### config.mk
export PLATFORM = sky130hd
export DESIGN_NAME = rom_dl_wb
export DESIGN_NICKNAME = d
export VERILOG_FILES = /design/src/rtl/rom_dl_wb.sv
export SDC_FILE = /design/constraint.sdc
export NUM_CORES = 1
export LEC_CHECK = 0
export ABC_AREA = 1
export ABC_CLOCK_PERIOD_IN_PS = 5250
export BUFFER_PORTS_ARGS = -buffer_cell sky130_fd_sc_hd__buf_2
export CORE_ASPECT_RATIO = 0.7
export CORE_MARGIN = 1.5
export CORE_UTILIZATION = 45
export CTS_CLUSTER_DIAMETER = 50
export DETAILED_ROUTE_END_ITERATION = 7
export PLACE_DENSITY = 0.7
export SLEW_MARGIN = 20
export SYNTH_ARGS = -nofsm -noshare
export SYNTH_HDL_FRONTEND = slang
export SYNTH_SLANG_ARGS = --single-unit
### constraint.sdc
create_clock -name clk_sys -period 5.25 [get_ports clk_sys]
set_clock_uncertainty 0.1 [all_clocks]
set_input_delay 0.525 -clock clk_sys [delete_from_list [all_inputs] [get_ports clk_sys]]
set_output_delay 0.525 -clock clk_sys [all_outputs]
set_load 0.02 [all_outputs]
### src/rtl/rom_dl_wb.sv
// ROM image download bridge: packs 16-bit ioctl writes into 32-bit words, queues
// them in a small FIFO and writes them to SDRAM as a Wishbone classic master.
//
//  state  | meaning
//  -------+-----------------------------------------------------------
//  S_IDLE | bus released; start a cycle when the FIFO holds a word
//  S_REQ  | cyc/stb high, outputs frozen until wb_ack_i
//  S_GAP  | one dead cycle with cyc/stb low after each acked write
module rom_dl_wb #(
    parameter logic [25:0] BASE_ADDR = 26'h0400000,
    parameter logic [7:0]  INDEX     = 8'd1,
    parameter int          DEPTH     = 4
) (
    input  logic        clk_sys,
    input  logic        reset_n,
    input  logic        ioctl_download,
    input  logic [7:0]  ioctl_index,
    input  logic        ioctl_wr,
    input  logic [24:0] ioctl_addr,
    input  logic [15:0] ioctl_dout,
    output logic        ioctl_wait,
    output logic        wb_cyc_o,
    output logic        wb_stb_o,
    output logic        wb_we_o,
    output logic [3:0]  wb_sel_o,
    output logic [25:0] wb_adr_o,
    output logic [31:0] wb_dat_o,
    output logic [2:0]  wb_cti_o,
    input  logic        wb_ack_i,
    output logic        dl_busy,
    output logic        dl_done,
    output logic [21:0] words_written
);

    localparam int AW = $clog2(DEPTH);
    localparam int CW = AW + 1;
    localparam logic [CW-1:0] LP_FULL = CW'(DEPTH);
    localparam logic [CW-1:0] LP_WAIT = CW'(DEPTH - 1);

    typedef enum logic [1:0] {S_IDLE, S_REQ, S_GAP} state_t;

    state_t        r_state;
    state_t        w_state_nxt;

    logic          r_active;
    logic          r_active_q;
    logic          w_active_nxt;
    logic          w_acc;

    logic [21:0]   r_asm_word;
    logic [31:0]   r_asm_data;
    logic [3:0]    r_asm_sel;
    logic          r_asm_valid;
    logic [21:0]   w_asm_word_n;
    logic [31:0]   w_asm_data_n;
    logic [3:0]    w_asm_sel_n;
    logic          w_asm_valid_n;

    logic [21:0]   w_word;
    logic [3:0]    w_lane_sel;
    logic [31:0]   w_lane_data;
    logic [3:0]    w_sel_merged;
    logic [31:0]   w_data_merged;

    logic          w_push;
    logic [57:0]   w_push_ent;
    logic          w_do_push;
    logic          w_pop;
    logic          w_load;
    logic          w_empty;

    logic [57:0]   r_fifo [DEPTH];
    logic [AW-1:0] r_wr_ptr;
    logic [AW-1:0] r_rd_ptr;
    logic [CW-1:0] r_count;
    logic [57:0]   w_head;

    logic [3:0]    r_wb_sel;
    logic [25:0]   r_wb_adr;
    logic [31:0]   r_wb_dat;
    logic [21:0]   r_ww;
    logic          w_busy;
    logic          r_busy_q;
    logic          r_done;
    logic          w_unused;

    assign w_unused     = ^{ioctl_addr[24], ioctl_addr[0]};
    assign w_active_nxt = ioctl_download && (ioctl_index == INDEX);
    assign w_acc        = ioctl_wr && r_active;
    assign w_word       = ioctl_addr[23:2];
    assign w_lane_sel   = ioctl_addr[1] ? 4'b1100 : 4'b0011;
    assign w_lane_data  = ioctl_addr[1] ? {ioctl_dout, 16'h0000} : {16'h0000, ioctl_dout};
    assign w_sel_merged = r_asm_sel | w_lane_sel;
    assign w_data_merged = ioctl_addr[1] ? {ioctl_dout, r_asm_data[15:0]}
                                         : {r_asm_data[31:16], ioctl_dout};

    // Assembly register and the single FIFO push that an accepted write may cause
    always_comb begin
        w_push        = 1'b0;
        w_push_ent    = {r_asm_word, r_asm_data, r_asm_sel};
        w_asm_word_n  = r_asm_word;
        w_asm_data_n  = r_asm_data;
        w_asm_sel_n   = r_asm_sel;
        w_asm_valid_n = r_asm_valid;
        if (w_acc) begin
            if (!r_asm_valid || (w_word != r_asm_word)) begin
                w_push        = r_asm_valid;
                w_asm_word_n  = w_word;
                w_asm_data_n  = w_lane_data;
                w_asm_sel_n   = w_lane_sel;
                w_asm_valid_n = 1'b1;
            end else if (w_sel_merged == 4'b1111) begin
                w_push        = 1'b1;
                w_push_ent    = {r_asm_word, w_data_merged, 4'b1111};
                w_asm_valid_n = 1'b0;
            end else begin
                w_asm_data_n  = w_data_merged;
                w_asm_sel_n   = w_sel_merged;
            end
        end else if (r_active_q && !r_active && r_asm_valid) begin
            w_push        = 1'b1;
            w_asm_valid_n = 1'b0;
        end
    end

    assign w_empty   = (r_count == '0);
    assign w_do_push = w_push && (r_count != LP_FULL);
    assign w_pop     = (r_state == S_REQ) && wb_ack_i;
    assign w_load    = (r_state == S_IDLE) && !w_empty;
    assign w_head    = r_fifo[r_rd_ptr];

    always_comb begin
        w_state_nxt = r_state;
        case (r_state)
            S_IDLE:  if (!w_empty) w_state_nxt = S_REQ;
            S_REQ:   if (wb_ack_i) w_state_nxt = S_GAP;
            S_GAP:   w_state_nxt = S_IDLE;
            default: w_state_nxt = S_IDLE;
        endcase
    end

    always_ff @(posedge clk_sys) begin
        if (w_do_push) r_fifo[r_wr_ptr] <= w_push_ent;
    end

    always_ff @(posedge clk_sys) begin
        if (!reset_n) begin
            r_state     <= S_IDLE;
            r_active    <= 1'b0;
            r_active_q  <= 1'b0;
            r_asm_word  <= '0;
            r_asm_data  <= '0;
            r_asm_sel   <= '0;
            r_asm_valid <= 1'b0;
            r_wr_ptr    <= '0;
            r_rd_ptr    <= '0;
            r_count     <= '0;
            r_wb_sel    <= '0;
            r_wb_adr    <= '0;
            r_wb_dat    <= '0;
            r_ww        <= '0;
            r_busy_q    <= 1'b0;
            r_done      <= 1'b0;
        end else begin
            r_state     <= w_state_nxt;
            r_active    <= w_active_nxt;
            r_active_q  <= r_active;
            r_asm_word  <= w_asm_word_n;
            r_asm_data  <= w_asm_data_n;
            r_asm_sel   <= w_asm_sel_n;
            r_asm_valid <= w_asm_valid_n;
            if (w_do_push) r_wr_ptr <= r_wr_ptr + AW'(1);
            if (w_pop)     r_rd_ptr <= r_rd_ptr + AW'(1);
            case ({w_do_push, w_pop})
                2'b10:   r_count <= r_count + CW'(1);
                2'b01:   r_count <= r_count - CW'(1);
                default: r_count <= r_count;
            endcase
            // Outputs are captured on entry to S_REQ so they stay frozen until ack
            if (w_load) begin
                r_wb_sel <= w_head[3:0];
                r_wb_dat <= w_head[35:4];
                r_wb_adr <= BASE_ADDR + {2'b00, w_head[57:36], 2'b00};
            end
            if (w_active_nxt && !r_active) r_ww <= '0;
            else if (w_pop && (r_ww != '1)) r_ww <= r_ww + 22'd1;
            r_busy_q <= w_busy;
            r_done   <= r_busy_q && !w_busy;
        end
    end

    assign w_busy        = r_active || r_asm_valid || !w_empty || (r_state != S_IDLE);
    assign ioctl_wait    = r_active && (r_count >= LP_WAIT);
    assign wb_cyc_o      = (r_state == S_REQ);
    assign wb_stb_o      = (r_state == S_REQ);
    assign wb_we_o       = (r_state == S_REQ);
    assign wb_sel_o      = r_wb_sel;
    assign wb_adr_o      = r_wb_adr;
    assign wb_dat_o      = r_wb_dat;
    assign wb_cti_o      = 3'b000;
    assign dl_busy       = w_busy;
    assign dl_done       = r_done;
    assign words_written = r_ww;

endmodule
==> results.rst <==
.. list-table::
   :header-rows: 1

   * - Metric
     - Value
   * - Outcome
     - complete, no violations
   * - Maximum clock frequency
     - 267.4 MHz
   * - Avg WL per Cell
     - around 17 um
   * - Total CTS buffers
     - 39
   * - Static leakage
     - 7.215 nW
   * - Die height
     - 161.6 um
   * - Number of nets in the layout
     - 1871
   * - Most common cell after layout, fill and taps aside
     - nor2_1
   * - # H-tree levels
     - 2
   * - Final number of max-transition violations
     - 0
   * - Slowest library cell on the worst path
     - dfxtp_1
   * - Final-layout setup total negative slack
     - 0 ps
   * - Post-route met1 wirelength
     - 17930 um
   * - Share of total power consumed by net switching
     - 21.26%
   * - Count of clock tree sinks
     - 387
   * - Tcrit/Tclk final
     - 71.23%
   * - Final routed DRC violation total
     - 0
   * - Share of total power in sequential cells
     - a little over half
   * - Via count of the first global-routing pass
     - 11.50k
   * - Mapped Cells
     - 1713
   * - Syn avg cell area
     - ~9.4 um2
   * - Max Used Layer
     - met5
   * - Start-to-end type of the worst setup path
     - register to register
   * - Vias post-DR
     - 12.23k
   * - Count of flip-flops with a built-in enable after synthesis
     - between 200 and 250
   * - Slew of the pin with the lowest slew margin
     - roughly 970 ps
   * - Total design power
     - 5.907 mW
   * - Post-cts sizing count
     - 0
   * - Final count of negative-setup-slack endpoints
     - 0
   * - Ports
     - 147
   * - Total non-filler cell area in the finished layout
     - 18390 um2
   * - RSZ-0062 raised after global routing
     - no
   * - Dominant cell type by count on the critical path
     - nand2_1
   * - Setup Fix Bufs, Post-CTS
     - 0
   * - Starting density of the core
     - a little under half
   * - Count of standard-cell rows
     - 57
   * - Later-pin clock latency in the skew report
     - 540 ps
   * - Iteration-0 DRC Markers
     - between 1k and 1.5k
   * - Global-route usage over all layers
     - about a fifth
   * - Initial antenna violation count
     - 8
   * - Sequential share of the synthesized area
     - 62.26%
   * - Clock transition time at the flip-flop clock pins of the worst setup and hold paths
     - 60 ps
   * - Delay of the slowest critical-path stage
     - 440 ps
   * - Clock group share of total power
     - 44.2%
   * - Logic pwr share
     - 1.9%
   * - Core area
     - 35020 um2
   * - Die boundary width
     - 229.6 um
   * - Top library cells by usage in the layout, fill and taps aside
     - nor2_1, o21ai_0, nand2_1
   * - Met2 layer wire length in the routed design
     - 17650 um
   * - GPL Wtd Cong
     - 0.8742
   * - First-pass GRT wire length
     - 61880 um
   * - Clock root buffer
     - clkbuf_16
   * - Data required time of the critical path
     - 5570 ps
   * - Die outline area
     - 37110 um2
   * - Startpoint types
     - register
   * - Max clock buf depth
     - 3
   * - Area delta synth->final
     - 13.68%
   * - Normalized max-slew margin
     - 35.29%
   * - Power per standard cell area
     - about 320 nW/um2
   * - Antenna Nets Post-Route
     - 0
   * - Most used flip-flop cell after synthesis
     - edfxtp_1
   * - Post-Route Utilization
     - 52.51%
   * - Asr flop ratio synth
     - 0%
   * - Largest net degree at the start of global routing
     - 93
   * - Final hold violation count
     - 0
   * - Maximum VDD drop
     - around 0.21 mV
   * - Number of detailed-routing iterations run before antenna repair
     - 5
   * - Arrival time worst endpoint
     - 4060 ps
   * - Share of final-layout standard cells stronger than drive strength 1
     - between 10 and 15%
   * - Synth Register Bits
     - about 390
   * - Number of maximum-capacitance violations
     - 0
   * - Class of the most critical hold timing path
     - input port to register
   * - Post-DP HPWL
     - 23720 um
   * - Internal power consumption
     - 4.651 mW
   * - Number of warning messages in the yosys log
     - 0
   * - Placed cell areas
     - 17170 um2
   * - Met3 wirelength from detailed routing
     - 2899 um
   * - Top fanout value on the critical path
     - 38
   * - Psw
     - 1.256 mW
   * - Number of library cell types mapped by synthesis
     - 44
   * - Fin crit period
     - roughly 3700 ps
   * - Endpoint type of the worst setup path
     - register
   * - Ordered list of cells on the worst path
     - inv_2, nand2_1, nand2_1, nor2_1, nand2_1, nor2_4, nand3_4, nand3_1, nand3_2, nand2_1, ha_1, inv_1, fa_1, a21oi_1, o21ai_0, o21ai_0, a21oi_1
   * - Post-Route WL
     - 39120 um
   * - Number of buffers inserted for hold repair after clock tree synthesis
     - 0
   * - Total overflow reported by the global router
     - 0
   * - TritonCTS clock tree
     - built
   * - Post-detailed-route via-to-cell ratio
     - 5.283
   * - IO buf count
     - about 140
   * - Synthesized area
     - 16170 um2
## routing by layer
metal / vias to the layer above / global-route usage [%]
met4: 8 / 5.263
met3: 52 / 4.908
met2: 387 / 32.97
met1: 5809 / 29.38
met5: - / 0
li1: 5974 / -
## power by group through the flow
stage / logic (mW) / clock network [mW] / registers [mW]
after floorplan: 0.0687 / 0 / 3.25
after global placement: 0.110 / 0 / 3.25
after detailed placement: 0.112 / 0 / 3.25
after CTS: 0.112 / 2.66 / 3.18
after global routing: 0.127 / 2.78 / 3.18
final: 0.113 / 2.61 / 3.18
## logic make-up (layout without fill, tap and decap cells)
family	count (synthesis)	after routing	synth area share (%)
AO/OA/AOI/OAI	442	442	14.48
XOR/XNOR	15	15	0.8123
adder cells (fa/ha/maj)	8	8	0.6653
buffers and inverters	229	351	5.941
flip-flops	387	387	62.26
other	1	9	0.02318
AND/OR/NAND/NOR	631	631	15.82
## area by class of cell
| cell class | instances | area, um2 |
|---|---|---|
| sequential | 387 | 10070 |
| clock inverter | 24 | 163.9 |
| clock buffer | 48 | 1041 |
| timing repair buffer | 155 | 843.3 |
| antenna | 3 | 7.507 |
| inverter | 124 | 465.4 |
| tap | 472 | 590.6 |
| fill | 3068 | 16630 |
| multi-input combinational | 1102 | 5200 |
## through the flow
| stage | hold WS, ps | setup slack [ps] | cells |
|---|---|---|---|
| after floorplan | 300.6 | 861.7 | 1718 |
| after global placement | 351.7 | 1526 | 2240 |
| after detailed placement | 360.0 | 1388 | 2240 |
| after CTS | 157.1 | 1540 | 2312 |
| after global routing | 179.3 | 1209 | 2312 |
| final | 171.1 | 1510 | 2315 |
## critical path: cells and delay by family (launching register included)
kind,cells,cell delay (ps)
flops,1,440
fa+ha+maj,2,620
buf+inv,2,140
compound gates,4,520
simple gates,9,1780
## worst paths after layout
check	cells after the start	startpoint	end	slack (ps)
setup / recovery	17	r_asm_word[17]$_SDFFE_PN0P_	r_count[2]$_SDFFE_PN0P_	1510
hold / removal	4	wb_ack_i	r_state[0]$_SDFFE_PN0P_	170
setup reg to reg	17	r_asm_word[17]$_SDFFE_PN0P_	r_count[2]$_SDFFE_PN0P_	1510
hold reg to reg	2	r_asm_data[10]$_SDFFE_PN0P_	r_asm_data[10]$_SDFFE_PN0P_	370
## flip-flops by register name (all words and copies together), names as in the netlist, named ones only
register	count
r_rd_ptr	2
r_count	3
r_state	2
r_active_q	1
dl_done	1
r_asm_data	32
wb_adr_o	23
r_fifo	232
r_asm_valid	1
r_asm_word	22
r_asm_sel	4
r_wr_ptr	2
r_busy_q	1
r_active	1
words_written	22
wb_dat_o	32
wb_sel_o	4
## cells in the mapped netlist (all sizes together), types with 2 or more instances
cell type / n / area, um2
clkinv: 2 / 7.510
nor2: 324 / 1239
xor2: 8 / 70.07
nor3: 8 / 61.31
nand3b: 3 / 22.52
o22ai: 2 / 12.51
dfxtp: 155 / 3103
edfxtp: 232 / 6967
inv: 122 / 457.9
nor4: 6 / 37.54
nand4: 5 / 46.29
nand3: 27 / 152.7
buf: 41 / 254.0
a21boi: 11 / 82.58
o21ai: 292 / 1465
a31oi: 56 / 350.3
ha: 7 / 87.58
nand2: 256 / 980.9
a21oi: 78 / 409.1
xnor2: 7 / 61.31
clkbuf: 64 / 241.5
No activity file was read; power rests on OpenSTA's default activity.
